==> src/rtl/rr_mux.sv <==
// N-channel registered multiplexer with per-channel valid/ready handshakes.
// Channels are picked by a fixed select or by round-robin arbitration.
module rr_mux #(
  parameter int WIDTH = 8,
  parameter int N     = 8,
  parameter int SELW  = 3
) (
  input  logic               clk,
  input  logic               rst,
  input  logic               mode,
  input  logic [SELW-1:0]    sel,
  input  logic [N*WIDTH-1:0] in_data,
  input  logic [N-1:0]       in_valid,
  output logic [N-1:0]       in_ready,
  output logic [WIDTH-1:0]   out_data,
  output logic [SELW-1:0]    out_ch,
  output logic               out_valid,
  input  logic               out_ready,
  output logic [SELW-1:0]    dbg_ptr
);

  // Handshake: a channel word moves on a rising edge where in_valid[i] & in_ready[i];
  // the output word is consumed on an edge where out_valid & out_ready.

  logic [WIDTH-1:0] out_data_q, out_data_d;
  logic [SELW-1:0]  out_ch_q, out_ch_d;
  logic             out_valid_q, out_valid_d;
  logic [SELW-1:0]  ptr_q, ptr_d;

  logic             load_en;
  logic             gnt_any;
  logic             xfer;
  logic [SELW-1:0]  gnt_idx;
  logic [SELW-1:0]  cand;
  logic [N-1:0]     grant;
  logic [WIDTH-1:0] ch_data [N];

  for (genvar g = 0; g < N; g++) begin : g_unpack
    assign ch_data[g] = in_data[g*WIDTH +: WIDTH];
  end

  assign load_en = !out_valid_q || out_ready;

  // Round-robin scans from the highest offset down so the last hit is the first in search order.
  always_comb begin
    gnt_any = 1'b0;
    gnt_idx = '0;
    cand    = '0;
    if (!mode) begin
      for (int i = 0; i < N; i++) begin
        if (sel == SELW'(i) && in_valid[i]) begin
          gnt_any = 1'b1;
          gnt_idx = SELW'(i);
        end
      end
    end else begin
      for (int k = N - 1; k >= 0; k--) begin
        cand = SELW'((int'(ptr_q) + k) % N);
        if (in_valid[cand]) begin
          gnt_any = 1'b1;
          gnt_idx = cand;
        end
      end
    end
  end

  assign grant    = gnt_any ? (N'(1) << gnt_idx) : '0;
  assign in_ready = (load_en && !rst) ? grant : '0;
  assign xfer     = gnt_any && load_en;

  always_comb begin
    out_data_d  = out_data_q;
    out_ch_d    = out_ch_q;
    out_valid_d = out_valid_q;
    ptr_d       = ptr_q;
    if (xfer) begin
      out_data_d  = ch_data[gnt_idx];
      out_ch_d    = gnt_idx;
      out_valid_d = 1'b1;
      if (mode) begin
        ptr_d = (int'(gnt_idx) == N - 1) ? '0 : gnt_idx + SELW'(1);
      end
    end else if (out_valid_q && out_ready) begin
      out_valid_d = 1'b0;
    end
  end

  always_ff @(posedge clk or posedge rst) begin
    if (rst) begin
      out_data_q  <= '0;
      out_ch_q    <= '0;
      out_valid_q <= 1'b0;
      ptr_q       <= '0;
    end else begin
      out_data_q  <= out_data_d;
      out_ch_q    <= out_ch_d;
      out_valid_q <= out_valid_d;
      ptr_q       <= ptr_d;
    end
  end

  assign out_data  = out_data_q;
  assign out_ch    = out_ch_q;
  assign out_valid = out_valid_q;
  assign dbg_ptr   = ptr_q;

endmodule

==> config.mk <==
export PLATFORM = sky130hd
export DESIGN_NAME = rr_mux
export DESIGN_NICKNAME = d
export VERILOG_FILES = /design/src/rtl/rr_mux.sv
export SDC_FILE = /design/constraint.sdc
export NUM_CORES = 1
export LEC_CHECK = 0
export ABC_AREA = 1
export BUFFER_PORTS_ARGS = -buffer_cell sky130_fd_sc_hd__buf_2
export CORE_MARGIN = 2
export CORE_UTILIZATION = 46
export CTS_CLUSTER_DIAMETER = 30
export DETAILED_ROUTE_END_ITERATION = 16
export GPL_TIMING_DRIVEN = 0
export HOLD_SLACK_MARGIN = 0.08
export PLACE_DENSITY = 0.82
export SLEW_MARGIN = 15
export SYNTH_ARGS = -nofsm -noshare
export SYNTH_HDL_FRONTEND = slang
export SYNTH_SLANG_ARGS = --single-unit
==> constraint.sdc <==
create_clock -name clk -period 7.7 [get_ports clk]
set_input_delay 0.385 -clock clk [delete_from_list [all_inputs] [get_ports clk]]
set_output_delay 0.385 -clock clk [all_outputs]
set_load 0.01 [all_outputs]
Yosys cells after proc, flatten, opt, wreduce, memory -nomap -nowiden
Index checks and enable logic that the tools add are counted.
{ "totals": {"out_inout_bits": 23, "inputBits": 79, "reg_bits": 15} }
{ "op_classes": {"addsub": 8, "reduce_logical": 17, "n_lt_le_gt_ge": 9, "shifts": 1, "n_eq_ne": 8, "muxes": 57, "bitwise": 1} }
{ "ops": {"columns": ["operator", "count"], "rows": [
  ["$mux 3", 16],
  ["$lt 3x4->1 const B", 8],
  ["$mux 8", 4],
  ["$mux 1", 28],
  ["$bmux 1 s3", 8],
  ["$bmux 8 s3", 1],
  ["$add 3x3->3 const B", 4],
  ["$eq 3x3->1 const B", 4],
  ["$logic_and 1x1->1", 11],
  ["$shl 1x3->8 const A", 1],
  ["$add 3x1->3 const B", 2],
  ["$add 3x2->3 const B", 2],
  ["$eq 3x1->1 const B", 2],
  ["$eq 3x2->1 const B", 2],
  ["$ge 4x4->1 const B", 1],
  ["$not 3->4", 1],
  ["$logic_not 3->1", 1],
  ["$logic_not 1->1", 2],
  ["$reduce_and 2->1", 1],
  ["$reduce_bool 2->1", 1],
  ["$logic_or 1x1->1", 1]
]} }

Logic depth before layout (Yosys ltp)
Gate-level depths: netlist of the first run.
{ "depth": {"ltp_word": 16, "mapped_depth": 24, "ltp_nobuf": 22} }

Worst setup path after synthesis of the first run
OpenSTA, ideal clock, no wires.
{ "synth_path": {"kind": "register to output", "from": "reg ptr_q[1] (netlist: dbg_ptr[1])", "to": "out in_ready[0]", "required_ps": 7315, "t_arrival_ps": 2505, "path_stages_with_launch": 19, "path_slack_ps": 4810, "cell_sequence": "dfrtp_1 buf_4 inv_2 ha_1 buf_2 inv_2 nand3_1 nand3_1 nand2_2 a21oi_1 nand3_1 nand2_1 nand2_1 nand2_1 nand2_2 a21boi_4 buf_6 nand2_1 nor2_1"} }
{ "synth_via": {"elab_chain_len": 15, "elab_cells_between_ends": 44, "cone_classes": "add/sub: 7; shift: 1; mux: 36"} }
{ "synth_lines": {"columns": ["item", "line", "source"], "rows": [
  ["start, declared", "28", "logic [SELW-1:0] ptr_q, ptr_d;"],
  ["start signal, assigned", "98", "ptr_q <= ptr_d;"],
  ["$add 3x3->3", "58", "cand = SELW'((int'(ptr_q) + k) % N);"],
  ["$bmux 1 s3", "59", "if (in_valid[cand]) begin"],
  ["$mux 1 (implied by the code)", "59", null],
  ["$mux 3 (8 in series)", "59", null],
  ["$mux 3", "49", "if (!mode) begin"],
  ["$shl 1x3->8", "67", "assign grant = gnt_any ? (N'(1) << gnt_idx) : '0;"],
  ["$mux 8 (*)", "67", null],
  ["$mux 8 (*)", "68", "assign in_ready = (load_en && !rst) ? grant : '0;"],
  ["end, declared", "14", "output logic [N-1:0] in_ready,"]
]} }
Every way passes the cells marked *; elsewhere a longest branch is shown, timed or not. The select of a mux whose other input is x is not followed.

Final worst setup path of the first run
Same ends and word-level chain as after synthesis.

==> impl_metrics.json, run 1 <==
{
  "timing.rr.start": "dbg_ptr[1]",
  "synth-compound-area-share": 0.0431,
  "ys.flop_type": "dfrtp_1",
  "stdcell_count": 557,
  "clk_latency_ps": 250,
  "syn_nets": 481,
  "fin_crit_ps": 3570,
  "synth_top_family_by_area": "simple AND/OR/NAND/NOR gates",
  "vias_per_cell": 5.25,
  "die-area_um2": 5230,
  "worst_ep_required_time_ps": 7320,
  "drv_slew": 0,
  "p_per_area_nw_per_um2": 474,
  "antenna_left": 0,
  "drc": 0,
  "io_pins": 102,
  "drv_cap": 0,
  "rrSetupSlack_ps": 4680,
  "cts-resized-gates": 0,
  "clock.fmax_mhz": 280,
  "drt-total-wl_um": 6810,
  "drt_pass1_iterations": 5,
  "skew_ps": 4.13,
  "gr-total-overflow": 0,
  "async_reset_ff_frac": 1.00,
  "synth.area.mux_share": 0,
  "grt_pass1_wl_um": 11300,
  "first_iter_violations": 197,
  "critPathArrivalTime_ps": 3180,
  "worst_pin_slew_ps": 622,
  "cts_hold_buf": 0,
  "crit_start": "dbg_ptr[1]",
  "seq_area_frac_synth": 0.175,
  "synth.avg_cell_area_um2": 5.36,
  "post_cts_buffers": 0,
  "total_leakage_power_nw": 1.73,
  "dpl.cell_count": 553,
  "crit_path_end": "in_ready[0]",
  "cp_max_fo": 10,
  "cts_root_buf": "clkbuf_8",
  "drive_above_1_share": 0.281,
  "finalNetCount": 587,
  "fillers": 439,
  "fp.dieH_um": 72.3,
  "max_slew_margin": 0.585,
  "synth_xor_area_frac": 0.0117,
  "reg2reg_to": "out_data[7]",
  "cts_tree": "done",
  "numClockSinks": 15,
  "finalHoldViolCount": 0,
  "r2r_cells": 20,
  "grt_usage": 0.261,
  "cts_made_buffers": 3,
  "fin_setup_tns_ps": 0,
  "synth-warning-count": 0,
  "timing.final.crit_share": 0.463,
  "vias": 2927,
  "hpwl_um": 5570,
  "setup_viol": 0,
  "status": "finished, final reports clean",
  "syn_inst": 400,
  "critPathLaunchType": "flip-flop",
  "grt_pass1_vias": 2650,
  "ys_ff_latch": 15,
  "syn_area_um2": 2150,
  "yosysTopAreaCell": "nand2_1",
  "hp-class": "input pin to asynchronous set/reset pin",
  "wl_per_cell_um": 12.2,
  "post_synth_num_cell_types": 28,
  "rsz0062_at_grt": "false",
  "antenna_found_initial": 0,
  "synthTopCellsByArea": "nand2_1 (34%), nand3_1 (21%), dfrtp_1 (17%)",
  "path_clk_slew_ps": 60,
  "synthAdderAreaFrac": 0.0117,
  "criticalPathCategory": "flip-flop to primary output",
  "final_util": 0.626,
  "yosys.area_share.simple": 0.657,
  "cts_buffer_depth": 2,
  "die_w_um": 72.3,
  "yosys.area.top_type_share": 0.345,
  "grt_max_degree": 18,
  "start_util": 0.486,
  "gp_congestion": 0.900,
  "fp-row-count": 24,
  "syn2layout_area_growth_pct": 28.7,
  "total_power_mw": 1.31,
  "crit_path_end_kind": "primary output",
  "core_area_um2": 4410,
  "h-tree-depth": 1,
  "vdd_drop_max_mv": 0.191,
  "antenna_cells": 0,
  "numPortBuffers": 101,
  "synth-edff-count": 0,
  "whs_ps": 208
}
## layer usage
metal	wire, um	up-vias	global-route usage
li1	-	1485	-
met1	2960	1297	0.338
met2	3310	133	0.462
met3	448	12	0.0319
met4	103	0	0.0587
met5	0	-	0
## metrics by stage
stage / cell area [um^2] / worst slack (ps)
floorplan: 2150 / 4810
global placement: 2720 / 4450
detailed placement: 2720 / 4430
CTS: 2760 / 4170
global route: 2760 / 3890
finish: 2760 / 4130
## flip-flops by register name, summed over array words and instances, names as in the netlist
name       count
dbg_ptr        3
out_ch         3
out_data       8
out_valid      1
## power by group
part | internal [mW] | leakage (nW) | switching [mW] | total (mW)
Combinational | 0.390 | 1.52 | 0.719 | 1.11
Clock | 0.0366 | 0.0228 | 0.0266 | 0.0632
Sequential | 0.115 | 0.186 | 0.0210 | 0.136
Total | 0.542 | 1.73 | 0.767 | 1.31
## cell usage after synthesis (2+ instances only)
cell type / n
o21ai_0: 5
dfrtp_1: 15
nand2_2: 8
o21ai_1: 2
nor2_1: 19
ha_1: 2
nand3_1: 88
buf_6: 4
nand2_1: 197
clkbuf_1: 4
inv_1: 19
buf_4: 4
inv_2: 7
a21oi_1: 6
nor3_1: 2
buf_2: 3
nand3_2: 4
## cell usage in the layout, fill, tap and decap left out
master    synthesis  routed
o21ai_0           5       5
clkbuf_1          4       5
o21ai_1           2       2
a21boi_4          1       1
a21oi_2           1       1
nand3_2           4       4
buf_2             3     104
clkbuf_8          0       3
a21oi_1           6       6
nand2_2           8       8
nand2_4           1       1
nand2_1         197     197
buf_6             4       4
buf_4             4       4
buf_8             1       1
xor2_1            1       1
nand3_4           1       1
or2_1             1       1
nand3_1          88      88
nor3_1            2       2
nor2_1           19      19
inv_1            19      19
ha_1              2       2
nand4_1           1       1
nor2_4            1       1
nor2_2            1       1
xnor2_2           1       1
inv_2             7       7
dfrtp_1          15      15
## worst max-delay path: stages, from the launching register on
cell      delay, ps
dfrtp_1         390
buf_4           180
inv_2           150
ha_1            260
buf_2           190
inv_2           120
nand3_1         110
nand3_1         140
nand2_2         100
a21oi_1         130
nand3_1          90
nand2_1          60
nand2_1          50
nand2_1          70
nand2_2          80
a21boi_4        290
buf_6           190
nand2_1         100
nor2_1          110
buf_2           140
## cell families (layout without fill, tap and decap cells)
kind of cell	count (synthesis)	after routing
AND/OR/NAND/NOR	324	324
buffers and inverters	42	147
AO/OA/AOI/OAI	15	15
flip-flops	15	15
adder cells (fa/ha/maj)	2	2
XOR/XNOR	2	2
## final cells by class
cell class	count	area, um^2	share of cell area
Inverter	26	97.6	0.0353
Clock buffer	4	45.0	0.0163
Buffer	16	120	0.0435
Tap cell	52	65.1	0.0236
Multi-Input combinational cell	343	1550	0.562
Timing Repair Buffer	101	505	0.183
Sequential cell	15	375	0.136
## worst min path at each step
stage,end,slack (ps),start
after floorplan,dbg_ptr[0],300,rst
after detailed placement,out_data[5],480,out_data[5]
final,out_data[7],210,rst
after CTS,out_data[7],230,rst
after global placement,out_ch[0],470,rst
after global routing,out_data[7],260,rst
No activity file was read; power rests on OpenSTA's default activity.
==> run 2: changes to the inputs <==
--- a/config.mk
+++ b/config.mk
@@ -8,12 +8,12 @@
 export ABC_AREA = 1
 export BUFFER_PORTS_ARGS = -buffer_cell sky130_fd_sc_hd__buf_2
 export CORE_MARGIN = 2
-export CORE_UTILIZATION = 46
+export CORE_UTILIZATION = 43
 export CTS_CLUSTER_DIAMETER = 30
 export DETAILED_ROUTE_END_ITERATION = 16
 export GPL_TIMING_DRIVEN = 0
 export HOLD_SLACK_MARGIN = 0.08
-export PLACE_DENSITY = 0.82
+export PLACE_DENSITY = 0.81
 export SLEW_MARGIN = 15
 export SYNTH_ARGS = -nofsm -noshare
 export SYNTH_HDL_FRONTEND = slang
==> constraint.sdc (replaced) <==
create_clock -name clk -period 2.9 [get_ports clk]
set_input_delay 0.145 -clock clk [delete_from_list [all_inputs] [get_ports clk]]
set_output_delay 0.145 -clock clk [all_outputs]
set_load 0.01 [all_outputs]
==> impl_metrics.json, run 2 (synthesis gave the netlist of run 1 again) <==
{
  "status": "finished, final reports clean",
  "syn2layout_area_growth_pct": 41.2,
  "final_common_cell": "nand2_1",
  "clk_latency_ps": 240,
  "skew_ps": 1.03,
  "largest_reg_flops": 8,
  "hpwl_um": 5460,
  "p_int_mw": 1.74,
  "fp-row-count": 25,
  "drt_pass1_iterations": 5,
  "worst_ep_required_time_ps": 2760,
  "gr-total-overflow": 0,
  "start_util": 0.451,
  "hold_path_depth": 4,
  "vias": 2901,
  "p_per_area_nw_per_um2": 1320,
  "vias_per_cell": 4.97,
  "clock.fmax_mhz": 362,
  "grt_pass1_vias": 2602,
  "cts_root_buf": "clkbuf_8",
  "p_seq_frac": 0.093,
  "drv_slew": 0,
  "setup_viol": 0,
  "seq_area_um2": 375,
  "max_slew_margin": 0.571,
  "whs_ps": 191,
  "crit_path_end_kind": "primary output",
  "use_met2": 0.454,
  "gp_congestion": 0.889,
  "cts_buffer_depth": 2,
  "die_w_um": 74.6,
  "io_pins": 102,
  "cp_max_fo": 9,
  "numPortBuffers": 101,
  "final_cell_mix": "nand2_1 (190), buf_2 (103), nand3_1 (81)",
  "multi_input_area_um2": 1680,
  "fp.dieH_um": 74.6,
  "fin_ws_ps": 136,
  "hold_start": "out_ready",
  "cts_tree": "done",
  "p_comb_frac": 0.866,
  "fin_crit_ps": 2760,
  "hp-class": "input pin to flip-flop",
  "vdd_drop_max_mv": 0.677,
  "antenna_found_initial": 0,
  "drv_cap": 0,
  "critPathArrivalTime_ps": 2620,
  "r2r_cells": 23,
  "fillers": 506,
  "p_sw_frac": 0.565,
  "first_iter_violations": 205,
  "die-area_um2": 5570,
  "cts_made_buffers": 3,
  "antenna_cells": 0,
  "timing.final.crit_share": 0.953,
  "total_power_mw": 3.99,
  "pwr-share-clk": 0.041,
  "wl_per_cell_um": 11.8,
  "antenna_left": 0,
  "worst_pin_slew_ps": 642,
  "grt_use_met3": 0.0254,
  "critPathLaunchType": "flip-flop",
  "switchingPower_mw": 2.26,
  "fin_setup_tns_ps": 0,
  "drc": 0,
  "criticalPathCategory": "flip-flop to primary output",
  "drive_above_1_share": 0.331,
  "core_area_um2": 4750,
  "crit_start": "dbg_ptr[1]",
  "grt_max_degree": 18,
  "path_clk_slew_ps": 60,
  "timing.rr.start": "dbg_ptr[1]",
  "grt_pass1_wl_um": 11000,
  "finalNetCount": 599,
  "final_util": 0.637,
  "grt_usage": 0.244,
  "total_leakage_power_nw": 1.82,
  "place_ws_ps": -125,
  "h-tree-depth": 1,
  "finalHoldViolCount": 0,
  "grt_use_met1": 0.305,
  "numClockSinks": 15,
  "grt.busiest_layer": "met2",
  "drt-total-wl_um": 6890
}
==> run 2: cell types whose count changed in the layout (fill, tap and decap cells not counted), moves of 2 or more <==
cell,previous run,this run
buf_4,4,14
nand3_2,4,9
nand2_2,8,13
nand2_1,197,190
nand3_4,1,3
inv_6,0,2
inv_2,7,5
nand3_1,88,81
==> run 2: worst max-delay path, stage by stage, from the launching register on <==
cell and delay, ps:
dfrtp_1 390, buf_6 130, inv_6 50, ha_4 330, inv_6 60, nand3_2 80
nand2_1 70, or2_1 230, nand3_1 90, nand2_1 60, nand2_2 70, nand2_2 60
a21oi_4 210, inv_2 80, nor2_4 100, nand2_2 90, nor2_1 130, buf_2 140
==> run 2: metrics by stage <==
| stage | instance area (um^2) | instances |
|---|---|---|
| 3_5_place_dp | 2740 | 568 |
| 3_3_place_gp | 2740 | 568 |
| 4_1_cts | 2920 | 579 |
| 6_report | 3030 | 584 |
| 2_1_floorplan | 2150 | 400 |
| 5_1_grt | 3030 | 584 |
==> run 2: cell type report <==
cell class / instances / area share
Tap cell: 67 / 0.0277
Buffer: 15 / 0.0417
Timing Repair Buffer: 114 / 0.200
Inverter: 26 / 0.0363
Multi-Input combinational cell: 343 / 0.556
Clock buffer: 4 / 0.0149
Sequential cell: 15 / 0.124
==> run 2: worst paths after layout <==
path / end / slack [ps]
max reg2reg: out_data[5] / 200
min: out_valid / 190
max: in_ready[7] / 140
min reg2reg: out_ch[1] / 490
min in group asynchronous: out_ch[0] / 550
max in group asynchronous: out_data[3] / 1940
==> run 2: power groups by stage <==
stage               Combinational, mW  Sequential [mW]  Clock (mW)
floorplan                        2.20            0.406           0
global placement                 2.86            0.367           0
detailed placement               2.90            0.368           0
CTS                              3.19            0.366       0.165
global route                     3.86            0.379       0.173
finish                           3.46            0.370       0.163
==> run 2: per-layer routing <==
| metal | wire length [um] | up-vias |
|---|---|---|
| met4 | 85 | 0 |
| met3 | 262 | 12 |
| met5 | 0 | - |
| met2 | 3630 | 89 |
| met1 | 2910 | 1288 |
| li1 | - | 1512 |
==> run 2: what timing repair did <==
| action | 4_1_cts | 5_1_grt |
|---|---|---|
| setup buffers | 7 | 5 |
| pin swaps | 6 | 7 |
| endpoints found under the setup margin | 18 | 16 |
| hold buffers | 1 | 0 |
| gates resized for setup | 15 | 21 |
| hold endpoints to repair | 15 | 0 |
